**config.mk**
```make
export PLATFORM = sky130hd
export DESIGN_NAME = c2c_link_supervisor
export DESIGN_NICKNAME = d
export VERILOG_FILES = /design/src/rtl/c2c_pkg.sv /design/src/rtl/c2c_sync_bits.sv /design/src/rtl/c2c_link_supervisor.sv
export SDC_FILE = /design/constraint.sdc
export NUM_CORES = 1
export LEC_CHECK = 0
export CAP_MARGIN = 20
export CORE_ASPECT_RATIO = 1.25
export CORE_MARGIN = 2
export CORE_UTILIZATION = 35
export CTS_BUF_LIST = sky130_fd_sc_hd__clkbuf_4 sky130_fd_sc_hd__clkbuf_8
export DETAILED_ROUTE_END_ITERATION = 10
export GPL_TIMING_DRIVEN = 0
export PLACE_DENSITY = 0.53
export SLEW_MARGIN = 20
export SYNTH_ARGS = -nofsm -noshare
export SYNTH_HDL_FRONTEND = slang
export SYNTH_SLANG_ARGS = --single-unit
```
**constraint.sdc**
```tcl
create_clock -name sysclk -period 3 [get_ports sysclk]
set_clock_uncertainty 0.05 [all_clocks]
set_input_delay 0.6 -clock sysclk [delete_from_list [all_inputs] [get_ports sysclk]]
set_output_delay 0.6 -clock sysclk [all_outputs]
set_load 0.005 [all_outputs]
```
**src/rtl/c2c_pkg.sv**
```systemverilog
// Shared types and helpers for the Aurora chip-to-chip link supervisor.
package c2c_pkg;

    typedef enum logic [2:0] {
        ST_IDLE,
        ST_PMA_INIT,
        ST_RST,
        ST_WAIT_UP,
        ST_STABLE,
        ST_UP,
        ST_FAILED
    } c2c_link_state_t;

    localparam int LED_HEARTBEAT = 0;
    localparam int LED_READY     = 1;
    localparam int LED_BUSY      = 2;
    localparam int LED_FAILED    = 3;

    // Width of the shared phase timer: wide enough for the longest phase, never wraps.
    function automatic int c2c_timer_width(input int timeout_cycles, input int stable_cycles,
                                           input int reset_cycles);
        int longest;
        longest = timeout_cycles;
        if (stable_cycles > longest) longest = stable_cycles;
        if (reset_cycles > longest) longest = reset_cycles;
        return $clog2(longest + 1);
    endfunction

endpackage

```
**src/rtl/c2c_sync_bits.sv**
```systemverilog
// Two-flop synchroniser for a bundle of independent asynchronous status bits.
module c2c_sync_bits #(
    parameter int WIDTH = 1
) (
    input  logic             clk,
    input  logic             rst,
    input  logic [WIDTH-1:0] d,
    output logic [WIDTH-1:0] q
);

    logic [WIDTH-1:0] meta;

    // NOTE: non-blocking assignments here give the two-stage shift; blocking would collapse it to one flop.
    always_ff @(posedge clk or posedge rst) begin
        if (rst) begin
            meta <= '0;
            q    <= '0;
        end else begin
            meta <= d;
            q    <= meta;
        end
    end

endmodule

```
**src/rtl/c2c_link_supervisor.sv**
```systemverilog
// Aurora link bring-up supervisor: sequences PMA/core resets, qualifies lane and
// channel status, retries with a bounded budget and drives the status LEDs.
module c2c_link_supervisor
    import c2c_pkg::*;
#(
    parameter int NUM_LANES      = 2,
    parameter int RESET_CYCLES   = 128,
    parameter int TIMEOUT_CYCLES = 50_000_000,
    parameter int STABLE_CYCLES  = 1024,
    parameter int MAX_RETRIES    = 7,
    parameter int BLINK_CYCLES   = 25_000_000
) (
    input  logic                               sysclk,
    input  logic                               sys_reset,
    input  logic                               enable,
    input  logic [NUM_LANES-1:0]               lane_up,
    input  logic                               channel_up,
    input  logic                               hard_err,
    output logic                               aurora_pma_init,
    output logic                               aurora_reset,
    output logic                               link_ready,
    output logic                               link_failed,
    output logic [$clog2(MAX_RETRIES+1)-1:0]   retry_count,
    output logic [3:0]                         led_out
);

    localparam int TW = c2c_timer_width(TIMEOUT_CYCLES, STABLE_CYCLES, RESET_CYCLES);
    localparam int RW = $clog2(MAX_RETRIES + 1);
    localparam int BW = $clog2(BLINK_CYCLES + 1);

    localparam logic [TW-1:0] RESET_LAST   = TW'(RESET_CYCLES - 1);
    localparam logic [TW-1:0] TIMEOUT_LAST = TW'(TIMEOUT_CYCLES - 1);
    localparam logic [TW-1:0] STABLE_LAST  = TW'(STABLE_CYCLES - 1);
    localparam logic [RW-1:0] RETRY_MAX    = RW'(MAX_RETRIES);
    localparam logic [BW-1:0] BLINK_LAST   = BW'(BLINK_CYCLES - 1);

    logic [NUM_LANES+1:0] status_s;
    logic                 all_up;

    c2c_sync_bits #(
        .WIDTH (NUM_LANES + 2)
    ) u_sync (
        .clk (sysclk),
        .rst (sys_reset),
        .d   ({hard_err, channel_up, lane_up}),
        .q   (status_s)
    );

    assign all_up = (&status_s[NUM_LANES-1:0]) & status_s[NUM_LANES] & ~status_s[NUM_LANES+1];

    c2c_link_state_t state, state_n;
    logic [TW-1:0]   timer, timer_n;
    logic [RW-1:0]   retry_n;
    logic [BW-1:0]   blink_cnt, blink_cnt_n;
    logic            blink_n;
    logic            timer_inc;
    logic            fail_attempt;
    logic            busy_n;

    // NOTE: every always_comb output gets a default first so no path leaves it unassigned (no latch).
    always_comb begin
        state_n      = state;
        retry_n      = retry_count;
        timer_inc    = 1'b0;
        fail_attempt = 1'b0;

        if (!enable) begin
            state_n = ST_IDLE;
        end else begin
            case (state)
                ST_IDLE:     state_n = ST_PMA_INIT;
                ST_PMA_INIT: if (timer == RESET_LAST) state_n = ST_RST; else timer_inc = 1'b1;
                ST_RST:      if (timer == RESET_LAST) state_n = ST_WAIT_UP; else timer_inc = 1'b1;
                ST_WAIT_UP: begin
                    if (all_up)                     state_n = ST_STABLE;
                    else if (timer == TIMEOUT_LAST) fail_attempt = 1'b1;
                    else                            timer_inc = 1'b1;
                end
                ST_STABLE: begin
                    if (!all_up) begin
                        state_n = ST_WAIT_UP;
                    end else if (timer == STABLE_LAST) begin
                        state_n = ST_UP;
                        retry_n = '0;
                    end else begin
                        timer_inc = 1'b1;
                    end
                end
                ST_UP:     if (!all_up) fail_attempt = 1'b1;
                ST_FAILED: state_n = ST_FAILED;
                default:   state_n = ST_IDLE;
            endcase
        end

        if (fail_attempt) begin
            retry_n = (retry_count == RETRY_MAX) ? RETRY_MAX : retry_count + RW'(1);
            state_n = (retry_n == RETRY_MAX) ? ST_FAILED : ST_PMA_INIT;
        end

        if (state_n == ST_IDLE) retry_n = '0;
    end

    // The timer restarts on every state change, including STABLE falling back to WAIT_UP.
    assign timer_n = (state_n != state) ? '0 : (timer_inc ? timer + TW'(1) : timer);

    assign blink_cnt_n = (blink_cnt == BLINK_LAST) ? '0 : blink_cnt + BW'(1);
    assign blink_n     = led_out[LED_HEARTBEAT] ^ (blink_cnt == BLINK_LAST);
    assign busy_n      = state_n inside {ST_PMA_INIT, ST_RST, ST_WAIT_UP, ST_STABLE};

    // Outputs are decoded from the next state so they move in the same cycle as the state register.
    always_ff @(posedge sysclk or posedge sys_reset) begin
        if (sys_reset) begin
            state           <= ST_IDLE;
            timer           <= '0;
            retry_count     <= '0;
            blink_cnt       <= '0;
            aurora_pma_init <= 1'b1;
            aurora_reset    <= 1'b1;
            link_ready      <= 1'b0;
            link_failed     <= 1'b0;
            led_out         <= '0;
        end else begin
            state           <= state_n;
            timer           <= timer_n;
            retry_count     <= retry_n;
            blink_cnt       <= blink_cnt_n;
            aurora_pma_init <= state_n inside {ST_IDLE, ST_PMA_INIT, ST_FAILED};
            aurora_reset    <= !(state_n inside {ST_WAIT_UP, ST_STABLE, ST_UP});
            link_ready      <= (state_n == ST_UP);
            link_failed     <= (state_n == ST_FAILED);
            led_out[LED_HEARTBEAT] <= blink_n;
            led_out[LED_READY]     <= (state_n == ST_UP);
            led_out[LED_BUSY]      <= blink_n & busy_n;
            led_out[LED_FAILED]    <= (state_n == ST_FAILED);
        end
    end

endmodule
```
Word level (Yosys, flattened, before mapping)
Cells that the tools add are included.

Bits in registers: 73. Latch bits: 0. RAM bits: 0. Memory bits (read-only): 0. Output and inout port bits: 11. Logic and storage cells: 83. Memories kept: 0.

Add/subtract/negate cells: 3. $mul: 0. Div/mod/pow operators: 0. Order comparisons: 0. Equal/unequal tests: 19. Shifts and indexed selects: 0. Muxes and demuxes: 31. Bitwise gates (word level): 5. Reductions and logical operators: 14.

Operators with widths (count): $mux 26 (2); $mux 3 (15); $add 26x1->26 const B (1); $eq 26x10->1 const B (1); $eq 26x26->1 const B (1); $eq 26x7->1 const B (1); $add 25x1->25 const B (1); $eq 25x25->1 const B (1); $mux 25 (1); $eq 3x3->1 const B (8); $pmux 3 s7 (1); $reduce_bool 3->1 (6); $eq 3x2->1 const B (4); $mux 1 (10); $eq 3x1->1 const B (2); $logic_not 3->1 (2); $reduce_and 4->1 (1); $reduce_bool 4->1 (1); $add 3x1->3 const B (1); $and 1x1->1 (3); $ne 3x3->1 (1); $pmux 1 s3 (1); $pmux 1 s2 (1); $reduce_and 2->1 (1); other kinds (5) (5).

Longest topological paths before layout
Depth after elaboration: 10. Gate-level depth with buffers: 10. Depth with buffers taken out: 8.

Cells and area by module
From an unflattened synthesis, not the netlist that was laid out.

Cell total of the unflattened synthesis: 384. Area, all modules: 3762.4 µm².

Modules (own cells, without submodules): c2c_link_supervisor (times used 1, cells each 375, area an instance 3558.4 µm², seq. area each 1579.0 µm²); c2c_sync_bits (times used 1, cells each 9, area an instance 203.9 µm², seq. area each 200.2 µm²).

Worst setup path before layout
Ideal clock, no wire load.

Kind: reg2reg. From: reg timer[20]. To: reg timer[14]. Arrival time: 2413 ps. Path slack: 410 ps. Cell stages (with the launch flop): 10. Period minus slack after synthesis: 2590 ps. Path through: dfrtp_1 -> or4_1 -> or3_1 -> o211a_1 -> a221o_1 -> buf_6 -> buf_6 -> nand3_1 -> xor2_1 -> nor2_1.

Cells in the longest elaborated chain, start to end: 8.

Ends and longest elaborated chain: from (decl) (RTL line c2c_link_supervisor.sv:52) `logic [TW-1:0] timer, timer_n;`; from (signal assigned) (RTL line c2c_link_supervisor.sv:124) `timer <= timer_n;`; $eq 26x10->1 / $eq 26x26->1 (equally long branches) (RTL line c2c_link_supervisor.sv:82, c2c_link_supervisor.sv:76); $mux 3 / $mux 1 (equally long branches) (RTL line c2c_link_supervisor.sv:82, c2c_link_supervisor.sv:76); $mux 3 / $mux 1 (equally long branches) (RTL line c2c_link_supervisor.sv:80, c2c_link_supervisor.sv:75); $pmux 3 s7 / $pmux 1 s2 (equally long branches) (RTL line c2c_link_supervisor.sv:70) `case (state)`; $mux 3 / $mux 1 (equally long branches) (RTL line c2c_link_supervisor.sv:67) `if (!enable) begin`; $mux 3 (RTL line c2c_link_supervisor.sv:95) `if (fail_attempt) begin`; $ne 3x3->1 (RTL line c2c_link_supervisor.sv:104) `assign timer_n = (state_n != state) ? '0 : (timer_inc ? timer + TW'(1) : timer);`; $mux 26 / $reduce_bool 2->1 (equally long branches).

Several ways; a longest one is shown, not always the timed one. A chain may end at the register's enable or synchronous reset.

Worst setup path in the final report
From: reg timer[7]. To: reg timer[19].

Same word-level chain as after synthesis.

==> flow_metrics.env <==
export IMPL_grt_pass1_wl_um=13100
export IMPL_r2r_end="timer[19]"
export IMPL_wl_per_cell_um=14.2
export IMPL_syn_nets=385
export IMPL_grt_pass1_vias=2701
export IMPL_die_area_um2=11300
export IMPL_drc=0
export IMPL_ir_drop_mv=0.258
export IMPL_r2r_start="timer[7]"
export IMPL_fin_cells=538
export IMPL_p_leak_nw=1.88
export IMPL_yosysWarnings=0
export IMPL_worst_path_stages=9
export IMPL_crit_required_ns=3.19
export IMPL_hold_viol=0
export IMPL_cts_tree="yes"
export IMPL_hold_path_startpoint="u_sync.meta[0]"
export IMPL_netlist_instances=375
export IMPL_ios=18
export IMPL_multiInputGateArea_um2=1760
export IMPL_gp_congestion=0.908
export IMPL_final_nets=416
export IMPL_start_util_pct=36.1
export IMPL_overflow=0
export IMPL_drv_cap=0
export IMPL_finalCritPeriodShare_pct=95.3
export IMPL_synth_edf_count=0
export IMPL_cp_arrival_ns=3.05
export IMPL_critPathBufInv=2
export IMPL_setup_violations=0
export IMPL_status="finished, final reports clean"
export IMPL_antenna_found_initial=0
export IMPL_area_growth_syn_to_layout_pct=16.4
export IMPL_final_max_slew_violation_count=0
export IMPL_clock_fmax_mhz=350
export IMPL_grt_util_all_layers_pct=14.8
export IMPL_h_tree_depth=3
export IMPL_rows=41
export IMPL_cts_buffers=9
export IMPL_grt_max_degree=54
export IMPL_ys_seq_area_share_pct=48.5
export IMPL_whs_ns=0.302
export IMPL_clk_path_buf_depth=2
export IMPL_nFillCells=1004
export IMPL_rsz0062_at_grt="no"
export IMPL_start_kind="flip-flop"
export IMPL_dr_pass1_iters=4
export IMPL_syn_avg_cell_area_um2=9.78
export IMPL_critPathSlowestCell="or4b_4"
export IMPL_r2r_slack_ns=0.14
export IMPL_synth_area_top_cells="dfrtp_1 (47%), xor2_1 (8.8%), nor2_1 (5.3%), nand4_1 (3.4%), nand2_1 (2.8%)"
export IMPL_die_w_um=95.5
export IMPL_min_path_type="flip-flop to flip-flop"
export IMPL_first_iter_violations=138
export IMPL_ant_nets=0
export IMPL_vias=2736
export IMPL_cts_root_buffer="clkbuf_8"
export IMPL_rr_worst_depth=9
export IMPL_fp_dieH_um=118
export IMPL_ys_flop_type="dfrtp_1"
export IMPL_relSlewSlack_pct=63.7
export IMPL_cts_sinks=71
export IMPL_ys_types=54
export IMPL_wl_um=7660
export IMPL_postLayoutCellArea_um2=4270
export IMPL_crit_family="simple AND/OR/NAND/NOR gates"
export IMPL_crit_path_end="timer[19]"
export IMPL_path_max_fanout=10
export IMPL_cp_end_kind="flip-flop"
export IMPL_netlist_area_um2=3670
export IMPL_core_um2=10200
export IMPL_drive_gt1_share_pct=9.78
export IMPL_n_antenna_cell=0
export IMPL_seqCellArea_um2=1780
export IMPL_power_density_nw_per_um2=437
export IMPL_placed_area_um2=4020
export IMPL_synth_most_common_cell="dfrtp_1"
export IMPL_port_buffers=16
export IMPL_max_stage_delay_ns=0.60
export IMPL_critPathKind="flip-flop to flip-flop"
export IMPL_critPathLaunch="timer[7]"
export IMPL_yosys_top_cells_count="dfrtp_1 (69), nor2_1 (52), xor2_1 (37)"
export IMPL_finalCriticalPeriod_ns=2.86
export IMPL_viasPerCell=5.09
export IMPL_dp_hpwl_um=5370
export IMPL_cts_reportedPaths_clkPinSlew_ns=0.07
export IMPL_synth_async_reset_ratio_pct=100
export IMPL_dpl_cell_count=521
export IMPL_crit_chain="or4b_4, nor4_4, a21oi_1, nor4_2, and3b_1, buf_2, o211ai_4, buf_6, nor2_1"
export IMPL_ys_seq_elements=71
export IMPL_clock_latency_ns=0.36
export IMPL_synth_top_area_cell="dfrtp_1"
export IMPL_synth_top_area_share_pct=47.1
export IMPL_max_slew_worst_pin_slew_ns=0.540
through the flow:
step	power (mW)	setup WS, ns	utilization, %	setup TNS, ns
final	1.87	0.142	42.0	0
after global routing	1.95	0.00446	42.0	0
after CTS	1.89	0.00681	41.6	0
after detailed placement	1.06	-0.0340	39.6	-0.549
after global placement	1.06	-0.698	39.3	-47.98
after floorplan	1.03	0.410	-	0
worst register-to-register path, stage by stage, from the launching register on:
cell and delay, ns:
dfrtp_1 0.44, or4b_4 0.60, nor4_4 0.22, a21oi_1 0.13, nor4_2 0.35, and3b_1 0.22
buf_2 0.17, o211ai_4 0.32, buf_6 0.20, nor2_1 0.06
where the power goes:
| group | total [mW] | internal, mW | switching (mW) |
|---|---|---|---|
| logic | 0.0784 | 0.0293 | 0.0491 |
| clock network | 0.820 | 0.467 | 0.353 |
| registers | 0.968 | 0.964 | 0.00353 |
cell type report:
cell class	count	share of cell area, %
plain buffers	19	2.76
multi-input cells	277	41.3
inverters	8	0.762
well taps	129	3.78
clock inverters	4	1.70
flip-flops and latches	71	41.7
clock buffers	10	3.08
repair buffers	20	4.93
layer usage:
metal / part of all wire, % / vias up / global-route usage (%)
li1: - / 1370 / -
met3: 1.9 / 15 / 2.36
met4: 2.9 / 0 / 8.48
met2: 48 / 28 / 22.3
met1: 47 / 1323 / 19.9
met5: 0 / - / 0
placed cells by master, fill, tap and decap left out, types with 6 or more instances in the layout:
master           netlist  routed
nor2_1                52      52
clkbuf_1              11      11
nand2_1               27      27
nor2b_1                6       6
and3_1                15      15
a21oi_1               12      12
nand3_1               18      18
xor2_1                37      37
dfrtp_1               69      69
xnor2_1               11      11
inv_1                  8       7
clkdlybuf4s50_1        0      16
or3_1                  7       7
nor3_1                 6       6
nand4_1               20      20
clkbuf_8               0       9
worst min-delay path by stage:
stage	to	slack [ns]	cells after the start
finish	u_sync.q[0]	0.30	0
global route	u_sync.q[2]	0.32	0
CTS	u_sync.q[0]	0.30	0
detailed placement	u_sync.q[0]	0.29	0
global placement	u_sync.q[3]	0.29	0
floorplan	u_sync.q[0]	0.28	0
registers in the layout, indices dropped and copies added, names as in the netlist:
name and flops:
timer 26, blink_cnt 25, led_out 4, u_sync.meta 4
u_sync.q 4, retry_count 3, state 3, aurora_pma_init 1
aurora_reset 1
cell families (layout without fill, tap and decap cells):
family / count (synthesis) / count (layout) / share of synthesized area (%)
compound gates: 39 / 39 / 7.34
xor+xnor: 48 / 48 / 11.5
fa+ha+maj: 4 / 4 / 1.30
buf+inv: 27 / 61 / 3.82
flops: 71 / 71 / 48.5
mux: 1 / 1 / 0.273
simple gates: 185 / 185 / 27.3
timing repair:
action	CTS	global route
endpoints found under the setup margin	20	20
resized for setup	1	3
hold buffers	0	0
endpoints found under the hold margin	0	0
pin swaps	0	3
buffers inserted	0	3
(Power assumes the default switching activity.)
